$ cat config.mk
export PLATFORM = sky130hd
export DESIGN_NAME = muldiv_seq
export DESIGN_NICKNAME = d
export VERILOG_FILES = /design/src/rtl/muldiv_seq.sv
export SDC_FILE = /design/constraint.sdc
export NUM_CORES = 1
export LEC_CHECK = 0
export CAP_MARGIN = 15
export CORE_UTILIZATION = 25
export CTS_CLUSTER_DIAMETER = 100
export DETAILED_ROUTE_END_ITERATION = 8
export DONT_BUFFER_PORTS = 1
export GPL_TIMING_DRIVEN = 0
export PLACE_DENSITY = 0.48
export SLEW_MARGIN = 20
export SYNTH_ARGS = -nofsm -noshare
export SYNTH_HDL_FRONTEND = slang
export SYNTH_SLANG_ARGS = --single-unit
$ cat constraint.sdc
create_clock -name clk -period 8.15 [get_ports clk]
set_input_delay 0.815 -clock clk [delete_from_list [all_inputs] [get_ports clk]]
set_output_delay 0.815 -clock clk [all_outputs]
set_load 0.02 [all_outputs]
$ cat src/rtl/muldiv_seq.sv
// muldiv_seq -- multi-cycle sequencer for the MULT / DIV R-type ops.
//   Iterative shift-add multiply and restoring divide, one iteration per clock,
//   WIDTH iterations per op. Holds Stall so a single-cycle core waits; the
//   core resumes when Done pulses. Hi/Lo keep their last result until the
//   next Done.
// Configuration:
//   MULDIV_SIGNED_EN  defined -> two's-complement operands (magnitudes are
//                     iterated, signs fixed up on the final edge).
//                     undefined -> purely unsigned, no sign logic.
// Ports:
//   clk, rst_n   rising-edge clock, async active-low reset
//   Start        request, sampled only in IDLE or DONE
//   Itr[5:0]     funct: 011000 MULT, 011010 DIV, anything else ignored
//   A, B         rs / rt operands, latched on the accepting edge
//   Busy         high while iterating
//   Done         one-cycle pulse, Hi/Lo valid from this cycle on
//   Stall        Busy, or a request that will be accepted this cycle
//   Hi, Lo       MULT: product high/low; DIV: remainder/quotient
//   DivZero      DIV with B==0; cleared by the next accepted op
module muldiv_seq #(
  parameter int WIDTH = 32
) (
  input  logic             clk,
  input  logic             rst_n,
  input  logic             Start,
  input  logic [5:0]       Itr,
  input  logic [WIDTH-1:0] A,
  input  logic [WIDTH-1:0] B,
  output logic             Busy,
  output logic             Done,
  output logic             Stall,
  output logic [WIDTH-1:0] Hi,
  output logic [WIDTH-1:0] Lo,
  output logic             DivZero
);

  localparam int CW = (WIDTH > 1) ? $clog2(WIDTH) : 1;
  localparam logic [5:0] F_MULT = 6'b011000;
  localparam logic [5:0] F_DIV  = 6'b011010;

  typedef enum logic [1:0] {S_IDLE, S_MUL, S_DIV, S_DONE} state_t;

  state_t r_state, w_next;

  logic             w_is_mul, w_is_div, w_accept, w_bzero, w_last;
  logic [CW-1:0]    r_cnt;
  // r_ph/r_pl: MUL -> running {product_hi, multiplier/product_lo};
  //            DIV -> running {remainder, dividend/quotient}
  logic [WIDTH-1:0] r_ph, r_pl, r_d;
  logic [WIDTH-1:0] r_hi, r_lo;
  logic             r_divzero;
  logic [WIDTH-1:0] w_a_mag, w_b_mag;

  assign w_is_mul = (Itr == F_MULT);
  assign w_is_div = (Itr == F_DIV);
  assign w_bzero  = (B == '0);
  assign w_last   = (r_cnt == '0);
  assign w_accept = Start & (w_is_mul | w_is_div) &
                    ((r_state == S_IDLE) | (r_state == S_DONE));

  // ---------------- FSM ----------------
  always_ff @(posedge clk or negedge rst_n) begin
    if (!rst_n) r_state <= S_IDLE;
    else        r_state <= w_next;
  end

  always_comb begin
    w_next = r_state;
    Busy   = 1'b0;
    Done   = 1'b0;
    case (r_state)
      S_IDLE, S_DONE: begin
        Done = (r_state == S_DONE);
        if (w_accept)
          // divide by zero skips the iterations entirely
          w_next = w_is_mul ? S_MUL : (w_bzero ? S_DONE : S_DIV);
        else if (r_state == S_DONE)
          w_next = S_IDLE;
      end
      S_MUL, S_DIV: begin
        Busy = 1'b1;
        if (w_last) w_next = S_DONE;
      end
      default: w_next = S_IDLE;
    endcase
    Stall = Busy | w_accept;
  end

  // ---------------- sign handling ----------------
`ifdef MULDIV_SIGNED_EN
  logic w_sa, w_sb, r_sa, r_sb;
  assign w_sa    = A[WIDTH-1];
  assign w_sb    = B[WIDTH-1];
  assign w_a_mag = w_sa ? (~A + 1'b1) : A;
  assign w_b_mag = w_sb ? (~B + 1'b1) : B;
`else
  assign w_a_mag = A;
  assign w_b_mag = B;
`endif

  // ---------------- one iteration ----------------
  // multiply: conditionally add multiplicand into the high half, shift right
  logic [WIDTH:0]     w_sum;
  logic [WIDTH-1:0]   w_mul_hi, w_mul_lo;
  assign w_sum    = {1'b0, r_ph} + (r_pl[0] ? {1'b0, r_d} : '0);
  assign w_mul_hi = w_sum[WIDTH:1];
  assign w_mul_lo = {w_sum[0], r_pl[WIDTH-1:1]};

  // divide: shift next dividend bit into the remainder, subtract if it fits
  logic [WIDTH:0]     w_shift;
  logic               w_fit;
  logic [WIDTH-1:0]   w_rem, w_quo;
  assign w_shift = {r_ph, r_pl[WIDTH-1]};
  assign w_fit   = (w_shift >= {1'b0, r_d});
  assign w_rem   = w_fit ? WIDTH'(w_shift - {1'b0, r_d}) : w_shift[WIDTH-1:0];
  assign w_quo   = {r_pl[WIDTH-2:0], w_fit};

  // final-edge results, sign-corrected when enabled
  logic [2*WIDTH-1:0] w_prod;
  logic [WIDTH-1:0]   w_fin_rem, w_fin_quo;
`ifdef MULDIV_SIGNED_EN
  assign w_prod    = (r_sa ^ r_sb) ? (~{w_mul_hi, w_mul_lo} + 1'b1) : {w_mul_hi, w_mul_lo};
  assign w_fin_quo = (r_sa ^ r_sb) ? (~w_quo + 1'b1) : w_quo;
  assign w_fin_rem = r_sa ? (~w_rem + 1'b1) : w_rem;
`else
  assign w_prod    = {w_mul_hi, w_mul_lo};
  assign w_fin_quo = w_quo;
  assign w_fin_rem = w_rem;
`endif

  // ---------------- datapath ----------------
  always_ff @(posedge clk or negedge rst_n) begin
    if (!rst_n) begin
      r_ph      <= '0;
      r_pl      <= '0;
      r_d       <= '0;
      r_cnt     <= '0;
      r_hi      <= '0;
      r_lo      <= '0;
      r_divzero <= 1'b0;
    end else if (w_accept) begin
      r_ph      <= '0;
      r_pl      <= w_a_mag;
      r_d       <= w_b_mag;
      r_cnt     <= CW'(WIDTH - 1);
      r_divzero <= w_is_div & w_bzero;
      if (w_is_div & w_bzero) begin
        r_hi <= A;            // raw A, even in signed mode
        r_lo <= '1;
      end
    end else if (r_state == S_MUL) begin
      r_ph  <= w_mul_hi;
      r_pl  <= w_mul_lo;
      r_cnt <= r_cnt - 1'b1;
      if (w_last) {r_hi, r_lo} <= w_prod;
    end else if (r_state == S_DIV) begin
      r_ph  <= w_rem;
      r_pl  <= w_quo;
      r_cnt <= r_cnt - 1'b1;
      if (w_last) begin
        r_hi <= w_fin_rem;
        r_lo <= w_fin_quo;
      end
    end
  end

`ifdef MULDIV_SIGNED_EN
  always_ff @(posedge clk or negedge rst_n) begin
    if (!rst_n) begin
      r_sa <= 1'b0;
      r_sb <= 1'b0;
    end else if (w_accept) begin
      r_sa <= w_sa;
      r_sb <= w_sb;
    end
  end
`endif

  assign Hi      = r_hi;
  assign Lo      = r_lo;
  assign DivZero = r_divzero;

endmodule

==> results by group <==
Placement
  – Post-detail-place hpwl: 39.8 mm
  – Dpl cells: 2,145
  – Port bufs: 0
  – RD Place Congestion: 0.916

Timing
  – Final setup violation count: 0
  – Fin. Hold Viols: 0
  – Max transition margin: 26.8%
  – Final worst path period share: 60.4%
  – F_max: 203 MHz
  – Fin. max-slew vios: 0
  – Clock skew after layout: 13.6 ps
  – Worst-margin pin slew: 1080 ps
  – RSZ-0062 raised after global routing: no
  – Min Tclk post-route: 4920 ps
  – Setup tns final: 0 ps

Global routing
  – First-pass GRT wire length: 74.9 mm
  – Largest net degree at the start of global routing: 169
  – Antenna violations before repair: 1
  – Met3 Usage GRT: 5.23%
  – GRT Total Usage: 20.1%
  – Vias in the first global route: 11,402
  – M1 GR Usage: 25.5%
  – GR Overflow Total: 0
  – Grt peak-use layer: met2
  – Met2 Usage GRT: 32.6%

Floorplanning
  – IO Count: 141
  – Initial Utilization: 25.6%
  – Die area: 0.0501 sq mm
  – Die boundary height: 224 um
  – DIE WIDTH: 224 um
  – Core area: 0.0481 sq mm
  – # rows: 80

Clock tree
  – Postcts setup bufs: 0
  – Clk pin slew, worst setup/hold paths: 70 ps
  – Clock buffer depth: 2
  – Clock Latency Late Sink: 460 ps
  – Num CTS Buffers: 17
  – CTS Hold Bufs: 0
  – H-Tree Depth: 4
  – TritonCTS clock tree: yes
  – CTS root buf: clkbuf_16
  – Clock Sinks: 168
  – CTS resizes: 0

Logic synthesis
  – Synth Instances: 1,489
  – Seq/Total Area, Yosys: 34.2%
  – Synthesized area per cell: 8.26 sq um
  – Mapped Area: 0.0123 sq mm
  – Number of synthesized register bits: 168
  – Ys flop type: dfrtp_1
  – Post-synth EDFFs: 0
  – Syn_nets: 1,633
  – Synth cell types: 70
  – Post-synth ARST share: 100%
  – Yosys synthesis warning count: 0

Detailed routing
  – Residual DRC count: 0
  – Total Routed Length: 49.8 mm
  – DRT Pass-1 Iters: 5
  – Routed wire per std cell: 22.9 um
  – Vias: 11,537
  – Vias/cell: 5.30
  – Routed Antenna Nets: 0
  – DRT iter0 DRCs: 1,134

Layout
  – FILL cells: 5,180
  – Area Overhead vs Synth: 11.6%
  – Area of the multi-input gates: 0.00753 sq mm
  – Fin cells: 2,178
  – Nets: 1,652
  – Most frequent cells in the layout: 168 x dfrtp_1, 159 x nand2_1, 155 x a21oi_1, 131 x o21ai_0, 108 x nor2_1
  – Ratio of cells with drive above 1 in the final layout: 4.54%
  – Most common cell after layout, fill and taps aside: dfrtp_1
  – Register area: 0.00420 sq mm

Power and ir drop
  – Pwr/cell area: 408 mW/mm^2
  – Pleak: 5.48 nW
  – Maximum vdd ir drop: 0.196 mV
  – Power Total: 0.00561 W

Min path
  – Worst min path class: in -> async

Critical path
  – Worst-path maximum fanout: 10
  – Kind of critical path: reg -> reg
  – Critical Path Sink Type: flop
  – CP startpoint kind: flop
  – Worst Path Required: 8550 ps
  – Worst EP arrival: 5320 ps

Flow run
  – Max Cap Violations: 0

Run status
  – Status: completed
stage by stage:
step                area [sq um]  utilization, %  hold WS (ps)  setup WS, ps
detailed placement         13100            27.3           513          3410
CTS                        13700            28.5          33.1          3370
global placement           13100            27.3           513          3400
floorplan                  12300               -           464          4970
finish                     13700            28.5          53.7          3230
global route               13700            28.5          30.8          2940
final timing paths:
path	to	from	slack, ps	cells after the start
setup / recovery	Hi[26]$_DFFE_PN0P_	r_pl[0]$_DFFE_PN0N_	3230	12
hold / removal	Lo[29]$_DFFE_PN0P_	rst_n	50	0
setup reg to reg	Hi[26]$_DFFE_PN0P_	r_pl[0]$_DFFE_PN0N_	3230	12
hold reg to reg	r_cnt[4]$_DFFE_PN0N_	r_cnt[4]$_DFFE_PN0N_	540	2
max in group asynchronous	r_ph[27]$_DFFE_PN0N_	rst_n	7870	0
min in group clk	r_d[0]$_DFFE_PN0P_	B[0]	470	2
per-layer routing:
metal	share of wire, %	vias to the layer above
met5	0	-
met4	3.3	0
met3	7.1	64
met2	46	396
met1	44	5628
li1	-	5449
final cells by class:
class                      instances  share of cell area (%)
multi-input combinational       1175                    54.9
sequential                       168                    30.6
tap                              656                    5.98
clock buffer                      19                    3.22
buffer                            91                    2.61
inverter                          55                    1.50
clock inverter                    13                    1.20
antenna                            1                  0.0182
where the power goes:
part	internal, W	total, W	switching [W]
Combinational	0.00131	0.00343	0.00212
Clock	0.000470	0.000867	0.000397
Sequential	0.00101	0.00131	0.000296
Total	0.00279	0.00561	0.00282
cells in the mapped netlist (29+ instances only):
cell type	count	area, sq um
nor3_1	49	245
ha_1	69	863
xnor2_1	31	272
a21o_1	29	218
o21ai_0	131	656
nor2_1	108	405
and2_1	47	294
dfrtp_1	168	4200
clkbuf_1	70	263
nand3_1	44	220
nand2_1	159	597
mux2i_1	70	701
o211ai_1	31	233
a21oi_1	155	776
inv_1	55	206
worst max-delay path, stage by stage (launching register included):
cell	delay (ps)
dfrtp_1	760
clkbuf_1	380
and2_1	190
ha_1	280
a2111oi_0	540
o21ai_0	440
a211oi_1	530
o21ai_0	350
a21oi_1	390
xnor2_1	210
nor2_1	80
nor3_1	480
a221o_1	230
cell families after synthesis:
logic type / synth area share, %
mux: 7.16
compound gates: 24.5
xor+xnor: 3.49
fa+ha+maj: 7.34
flops: 34.2
simple gates: 18.8
buf+inv: 4.60
sequential cells by signal, indices dropped and copies added, names as in the netlist:
name / flops
Hi: 32
Lo: 32
r_d: 32
r_ph: 32
r_pl: 32
r_cnt: 5
r_state: 2
DivZero: 1
(Power assumes the default switching activity.)
